## src/rtl/ws2812_led_driver_if.sv

```systemverilog
// Framebuffer/vsync input bundle and WS2812 line status for the LED strip driver.
interface ws2812_led_driver_if #(
  parameter int NLEDS = 60
);
  logic                  frame_vsync;
  logic [NLEDS*24-1:0]   framebuffer;
  logic                  led_dout;
  logic                  busy;
  logic                  frame_done;

  modport master (
    output frame_vsync, framebuffer,
    input  led_dout, busy, frame_done
  );

  modport slave (
    input  frame_vsync, framebuffer,
    output led_dout, busy, frame_done
  );
endinterface

```

## src/rtl/ws2812_led_driver.sv

```systemverilog
// Snapshots the averaged colour framebuffer on each vsync rise and serialises it
// onto one WS2812 data line (NRZ bits, GRB MSB first, LED 0 first), then holds the latch gap.
//
// state   | meaning
// IDLE    | line low, waiting for a vsync rising edge
// LOAD    | copy framebuffer into shadow, clear counters
// HIGH    | high part of the current bit (T0H or T1H clocks)
// LOW     | remainder of the bit period up to TBIT clocks
// RESET   | latch gap; frame_done pulses on the exit edge
module ws2812_led_driver #(
  parameter int NLEDS = 60,
  parameter int T0H   = 30,
  parameter int T1H   = 59,
  parameter int TBIT  = 93,
  parameter int TRES  = 22275
) (
  input  logic                   clk_pixel,
  input  logic                   rst_n,
  ws2812_led_driver_if.slave     bus
);

  localparam int TMAX   = (TBIT > TRES) ? TBIT : TRES;
  localparam int TICK_W = $clog2(TMAX + 1);
  localparam int LED_W  = (NLEDS > 1) ? $clog2(NLEDS) : 1;

  localparam logic [TICK_W-1:0] T0H_END  = TICK_W'(T0H - 1);
  localparam logic [TICK_W-1:0] T1H_END  = TICK_W'(T1H - 1);
  localparam logic [TICK_W-1:0] TBIT_END = TICK_W'(TBIT - 1);
  // led_dout lags the state by one clock, so the gap state runs one extra cycle
  // to give exactly TRES low clocks on the line before frame_done.
  localparam logic [TICK_W-1:0] TRES_END = TICK_W'(TRES);
  localparam logic [LED_W-1:0]  LED_LAST = LED_W'(NLEDS - 1);

  typedef enum logic [2:0] {
    S_IDLE,
    S_LOAD,
    S_HIGH,
    S_LOW,
    S_RESET
  } state_t;

  state_t                    state_q, state_d;
  logic [TICK_W-1:0]         tick_q, tick_d;
  logic [4:0]                bit_cnt_q, bit_cnt_d;
  logic [LED_W-1:0]          led_cnt_q, led_cnt_d;
  logic [NLEDS-1:0][23:0]    shadow_q, shadow_d;
  logic                      vsync_dly_q, vsync_dly_d;
  logic                      led_dout_q, led_dout_d;
  logic                      frame_done_q, frame_done_d;

  logic                      start;
  logic [23:0]               slot;
  logic                      cur_bit;
  logic [TICK_W-1:0]         high_end;

  assign start    = bus.frame_vsync & ~vsync_dly_q;
  assign slot     = shadow_q[led_cnt_q];
  // bytes are stored {B,R,G} but sent G,R,B: byte index = bit_cnt/8, bit = 7 - bit_cnt%8
  assign cur_bit  = slot[{bit_cnt_q[4:3], ~bit_cnt_q[2:0]}];
  assign high_end = cur_bit ? T1H_END : T0H_END;

  always_comb begin
    state_d      = state_q;
    tick_d       = tick_q;
    bit_cnt_d    = bit_cnt_q;
    led_cnt_d    = led_cnt_q;
    shadow_d     = shadow_q;
    vsync_dly_d  = bus.frame_vsync;
    led_dout_d   = (state_q == S_HIGH);
    frame_done_d = 1'b0;

    case (state_q)
      S_IDLE: begin
        if (start) state_d = S_LOAD;
      end
      S_LOAD: begin
        shadow_d  = bus.framebuffer;
        tick_d    = '0;
        bit_cnt_d = '0;
        led_cnt_d = '0;
        state_d   = S_HIGH;
      end
      S_HIGH: begin
        tick_d = tick_q + TICK_W'(1);
        if (tick_q == high_end) state_d = S_LOW;
      end
      S_LOW: begin
        if (tick_q == TBIT_END) begin
          tick_d = '0;
          if (bit_cnt_q == 5'd23 && led_cnt_q == LED_LAST) begin
            state_d = S_RESET;
          end else begin
            if (bit_cnt_q == 5'd23) begin
              bit_cnt_d = '0;
              led_cnt_d = led_cnt_q + LED_W'(1);
            end else begin
              bit_cnt_d = bit_cnt_q + 5'd1;
            end
            state_d = S_HIGH;
          end
        end else begin
          tick_d = tick_q + TICK_W'(1);
        end
      end
      S_RESET: begin
        if (tick_q == TRES_END) begin
          tick_d       = '0;
          frame_done_d = 1'b1;
          state_d      = S_IDLE;
        end else begin
          tick_d = tick_q + TICK_W'(1);
        end
      end
      default: state_d = S_IDLE;
    endcase
  end

  always_ff @(posedge clk_pixel or negedge rst_n) begin
    if (!rst_n) begin
      state_q      <= S_IDLE;
      tick_q       <= '0;
      bit_cnt_q    <= '0;
      led_cnt_q    <= '0;
      shadow_q     <= '0;
      vsync_dly_q  <= 1'b0;
      led_dout_q   <= 1'b0;
      frame_done_q <= 1'b0;
    end else begin
      state_q      <= state_d;
      tick_q       <= tick_d;
      bit_cnt_q    <= bit_cnt_d;
      led_cnt_q    <= led_cnt_d;
      shadow_q     <= shadow_d;
      vsync_dly_q  <= vsync_dly_d;
      led_dout_q   <= led_dout_d;
      frame_done_q <= frame_done_d;
    end
  end

  assign bus.led_dout   = led_dout_q;
  assign bus.busy       = (state_q != S_IDLE);
  assign bus.frame_done = frame_done_q;

endmodule

```

## src/flat_wrapper.sv

```systemverilog
// flat-port wrapper written by rule: the top's interface ports become plain ports
module ws2812_led_driver_flat 
#(
  parameter int NLEDS = 60,
  parameter int T0H   = 30,
  parameter int T1H   = 59,
  parameter int TBIT  = 93,
  parameter int TRES  = 22275
)
  (clk_pixel, rst_n, bus_frame_vsync, bus_framebuffer, bus_led_dout, bus_busy, bus_frame_done);
  ws2812_led_driver_if #(.NLEDS(NLEDS)) bus_i ();
  input  logic clk_pixel;
  input  logic rst_n;
  input wire logic [$bits(bus_i.frame_vsync)-1:0] bus_frame_vsync;
  input wire logic [$bits(bus_i.framebuffer)-1:0] bus_framebuffer;
  output wire logic [$bits(bus_i.led_dout)-1:0] bus_led_dout;
  output wire logic [$bits(bus_i.busy)-1:0] bus_busy;
  output wire logic [$bits(bus_i.frame_done)-1:0] bus_frame_done;
  assign bus_i.frame_vsync = bus_frame_vsync;
  assign bus_i.framebuffer = bus_framebuffer;
  assign bus_led_dout = bus_i.led_dout;
  assign bus_busy = bus_i.busy;
  assign bus_frame_done = bus_i.frame_done;
  ws2812_led_driver #(.NLEDS(NLEDS), .T0H(T0H), .T1H(T1H), .TBIT(TBIT), .TRES(TRES)) u_core (.clk_pixel(clk_pixel), .rst_n(rst_n), .bus(bus_i));
endmodule
```

## config.mk

```make
export PLATFORM = sky130hd
export DESIGN_NAME = ws2812_led_driver_flat
export DESIGN_NICKNAME = d
export VERILOG_FILES = /design/src/rtl/ws2812_led_driver_if.sv /design/src/rtl/ws2812_led_driver.sv /design/src/flat_wrapper.sv
export SDC_FILE = /design/constraint.sdc
export NUM_CORES = 2
export LEC_CHECK = 0
export BUFFER_PORTS_ARGS = -buffer_cell sky130_fd_sc_hd__buf_4
export CAP_MARGIN = 40
export CORE_AREA = 4 4 564 566
export DETAILED_ROUTE_END_ITERATION = 7
export DIE_AREA = 0 0 568 570
export MAX_ROUTING_LAYER = met4
export PLACE_DENSITY_LB_ADDON = 0.08
export REMOVE_ABC_BUFFERS = 1
export SLEW_MARGIN = 15
export SYNTH_ARGS = -nofsm -noshare
export SYNTH_HDL_FRONTEND = slang
export SYNTH_SLANG_ARGS = --single-unit
```

## constraint.sdc

```tcl
create_clock -name clk_pixel -period 3.5 [get_ports clk_pixel]
set_input_delay 0.35 -clock clk_pixel [delete_from_list [all_inputs] [get_ports clk_pixel]]
set_output_delay 0.35 -clock clk_pixel [all_outputs]
set_load 0.05 [all_outputs]
```

==> impl_metrics.yaml <==
synth:
  synth.area.top_cells: "dfrtp_1, mux2_2, mux4_2, mux2i_1, clkbuf_1"
  synth-edff-count: 0
  synth_compound_gate_area_share: 0.0365
  synth_cell_types: 72
  yosys_most_used_dff: "dfrtp_1"
  yosysSeqAreaShare: 0.553
  post_synth_xor_area_fraction: 0.000789
  post_synth_inst_count: 4284
  synth_largest_area_cell: "dfrtp_1"
  synthArstFlopShare: 1.00
  yosys-top-cells-count: "dfrtp_1, mux2_2, mux4_2"
  syn-cell-area_mm2: 0.0666
  yosys-mux-area-fraction: 0.368
  synth-adder-area-share: 0.000751
  synth_top_area_frac: 0.553
  yosysWarnings: 0
  synthesis_stage_register_bit_count: 1472
  yosys.cell_count.top_type: "dfrtp_1"
  post_synth_and_or_nand_nor_area_fraction: 0.0171
  synth.avg_cell_area_um2: 15.6
  synth_top_family_by_area: "multiplexers"
setup_path:
  reg2reg_depth: 13
  reg2reg_to: "u_core.state_q[0]"
  timing.critical_path.cells: "buf_16 > buf_12 > buf_4 > mux2i_1 > a221oi_1 > o21ai_0 > a211o_1 > buf_12 > a22oi_1 > a32oi_2 > a41oi_4 > or4_1 > nand3_1"
  crit_slowest_cell: "a22oi_1"
  r2r_start: "u_core.led_cnt_q[0]"
  worstPathArrival_ns: 4.55
  startpoint_type: "flop"
  critical_path.n_buffers_inverters: 4
  crit_top_cell: "buf_12"
  critPathRequiredTime_ns: 4.20
  critical_path.max_fanout: 13
  worst_path_dominant_cell_family: "compound AO/OA/AOI/OAI gates"
  worstSetupPathType: "flop to flop"
  rrSetupSlack_ns: -0.35
  critical_path.max_stage_delay_ns: 0.56
  setup.worst_path.end_class: "flop"
pwr:
  swShare: 0.319
  peakVddDrop_mv: 0.410
  share_seq_of_total_power: 0.383
  p_leak_nw: 45.3
  internal_power_mw: 54.7
  clockPowerShare: 0.247
  net-switching-power_mw: 25.6
  combPwrFrac: 0.369
  power_per_cell_area_mw_per_mm2: 751
flow_run:
  cap_viol_max_count: 0
outcome:
  violations_in_the_final_reports: "setup timing"
  status: "finished with violations"
placement:
  placedCellCount: 9947
  post-dp-hpwl_um: 257000
  gpl.final_weighted_congestion: 0.795
  place.port_buffers: 1445
  placement.cell_area_mm2: 0.0852
  preCtsSetupSlack_ns: -0.918
sta:
  timing.final.setup_violations: 1
  worst_slack_ns: -0.346
  grt_setup_unrepaired: "true"
  max_clock_freq_mhz: 260
  period_utilization: 1.10
  timing_worst_slew_pin_value_ns: 0.829
  total_count_of_max_transition_violations_in_the_final_report: 0
  finalHoldWorstSlack_ns: 0.0431
  worst_clock_skew_ns: 0.0273
  finalHoldViolCount: 0
  max-slew-margin-rel: 0.444
  fin_crit_ns: 3.85
clocking:
  clk_transition_reported_paths_ns: 0.06
  clk_latency_ns: 0.85
  ctsRootBufferMaster: "clkbuf_16"
  tritoncts: "done"
  max-clock-path-buffers: 4
  tritoncts_num_sinks: 1472
  htree_levels: 4
  num_cts_buffers: 191
drt:
  drc_errors: 0
  postRouteAntennaNets: 0
  routed_via_density: 4.34
  via_count: 51363
  routed_wirelength_um: 336000
  drt_pre_antenna_iters: 5
  routed_wire_length_per_instance_um: 28.4
  dr.first_iter.drc_count: 2603
floorplanning:
  die_h_um: 570
  core_area_mm2: 0.314
  chipWidth_um: 568
  initial_utilization: 0.212
  dieArea_mm2: 0.324
  num_rows: 206
  io_count: 1446
global_routing:
  grt_max_degree: 126
  antenna_found_initial: 157
  gr-total-overflow: 0
  first_global_vias: 57111
  wire_length_of_the_first_global_routing_pass_um: 461000
  grt_usage: 0.208
min_path:
  worst_hold_path_type: "input port to async pin"
layout:
  drive_gt1_frac: 0.518
  number_of_standard_cells_in_the_layout_taps_in_and_fillers_out: 11824
  layout_area_growth_over_synthesis_pct: 60.4
  finalNetCount: 8898
  finish.instance_area_mm2: 0.107
-- state kept, by name (all words and copies together), names as in the netlist --
| register | flops |
|---|---|
| u_core.state_q | 3 |
| u_core.vsync_dly_q | 1 |
| u_core.tick_q | 15 |
| u_core.led_cnt_q | 6 |
| u_core.bit_cnt_q | 5 |
| u_core.bus.frame_done | 1 |
| u_core.shadow_q | 1440 |
| u_core.bus.led_dout | 1 |
-- cell type report --
class	count	area (um^2)
well taps	4160	5200
inverters	10	42.5
flip-flops and latches	1472	36900
fillers	30688	207000
multi-input cells	2490	28600
diodes	75	188
clock inverters	50	589
clock buffers	281	5640
repair buffers	3286	29800
-- per-stage QoR --
stage	utilization	setup TNS (ns)	total power [mW]
3_3_place_gp	0.272	-1.01	58.8
6_report	0.341	-0.346	80.3
3_5_place_dp	0.272	-0.918	59.3
5_1_grt	0.341	-0.369	85.0
2_1_floorplan	-	-	42.6
4_1_cts	0.340	-0.419	81.9
-- power by group through the flow --
stage               Clock [mW]  Combinational [mW]  Sequential (mW)
floorplan                    0                15.4             27.2
global placement             0                27.7             31.1
detailed placement           0                28.1             31.2
CTS                       20.6                30.3             30.9
global route              21.2                32.0             31.8
finish                    19.8                29.7             30.8
-- placed cells by master, fill, tap and decap left out, types with 7 or more instances in the layout --
cell,Yosys,final
buf_16,0,12
a211o_1,17,15
nand3_1,28,25
clkbuf_16,0,194
o22ai_1,25,24
dlygate4sd3_1,0,1442
a22o_1,24,24
mux4_2,273,273
a211oi_1,19,16
buf_4,11,1727
clkbuf_1,216,41
mux2_2,1449,1449
o21ai_0,44,40
a31oi_1,7,7
nor2b_1,15,11
dfrtp_1,1472,1465
bufinv_16,0,9
nor2_1,30,28
diode_2,0,75
a22oi_1,42,32
buf_12,2,90
nand2b_1,15,14
clkbuf_8,2,46
clkinv_2,0,29
o221ai_1,36,36
a221oi_1,8,7
inv_1,8,7
a22oi_2,1,11
a21oi_1,57,53
and3_1,11,11
nand2_1,95,92
buf_6,32,7
mux4_1,12,12
mux2i_1,171,166
nand4_1,8,8
-- worst max path at each step --
| stage | startpoint | cells after the start | endpoint |
|---|---|---|---|
| after global routing | u_core.led_cnt_q[0] | 14 | u_core.state_q[0] |
| after CTS | u_core.led_cnt_q[0] | 13 | u_core.state_q[0] |
| after global placement | u_core.led_cnt_q[0] | 14 | u_core.state_q[0] |
| final | u_core.led_cnt_q[0] | 13 | u_core.state_q[0] |
| after detailed placement | u_core.led_cnt_q[0] | 14 | u_core.state_q[0] |
| after floorplan | u_core.state_q[2] | 3 | u_core.shadow_q[0] |
-- cells by family (layout without fill, tap and decap cells) --
family / count (synthesis) / after routing
mux: 1906 / 1906
simple gates: 236 / 236
other cells: 0 / 75
xor+xnor: 6 / 6
compound gates: 338 / 338
fa+ha+maj: 4 / 4
flops: 1472 / 1472
buf+inv: 322 / 3627
-- routing by layer --
metal | global-route usage | part of all wire | vias to the layer above
li1 | - | - | 22663
met1 | 0.265 | 0.44 | 26640
met2 | 0.345 | 0.49 | 1577
met3 | 0.0270 | 0.039 | 483
met4 | 0.0630 | 0.035 | 0
met5 | - | 0 | -
-- timing repair --
| action | 4_1_cts | 5_1_grt |
|---|---|---|
| endpoints found under the hold margin | 1725 | 0 |
| cloned | 4 | 0 |
| setup endpoints to repair | 1 | 1 |
| gates resized for setup | 73 | 26 |
| hold buffers | 1442 | 0 |
| setup buffers | 24 | 2 |
| pin swaps | 19 | 10 |
Note: power is estimated with default switching activity, not from simulation.
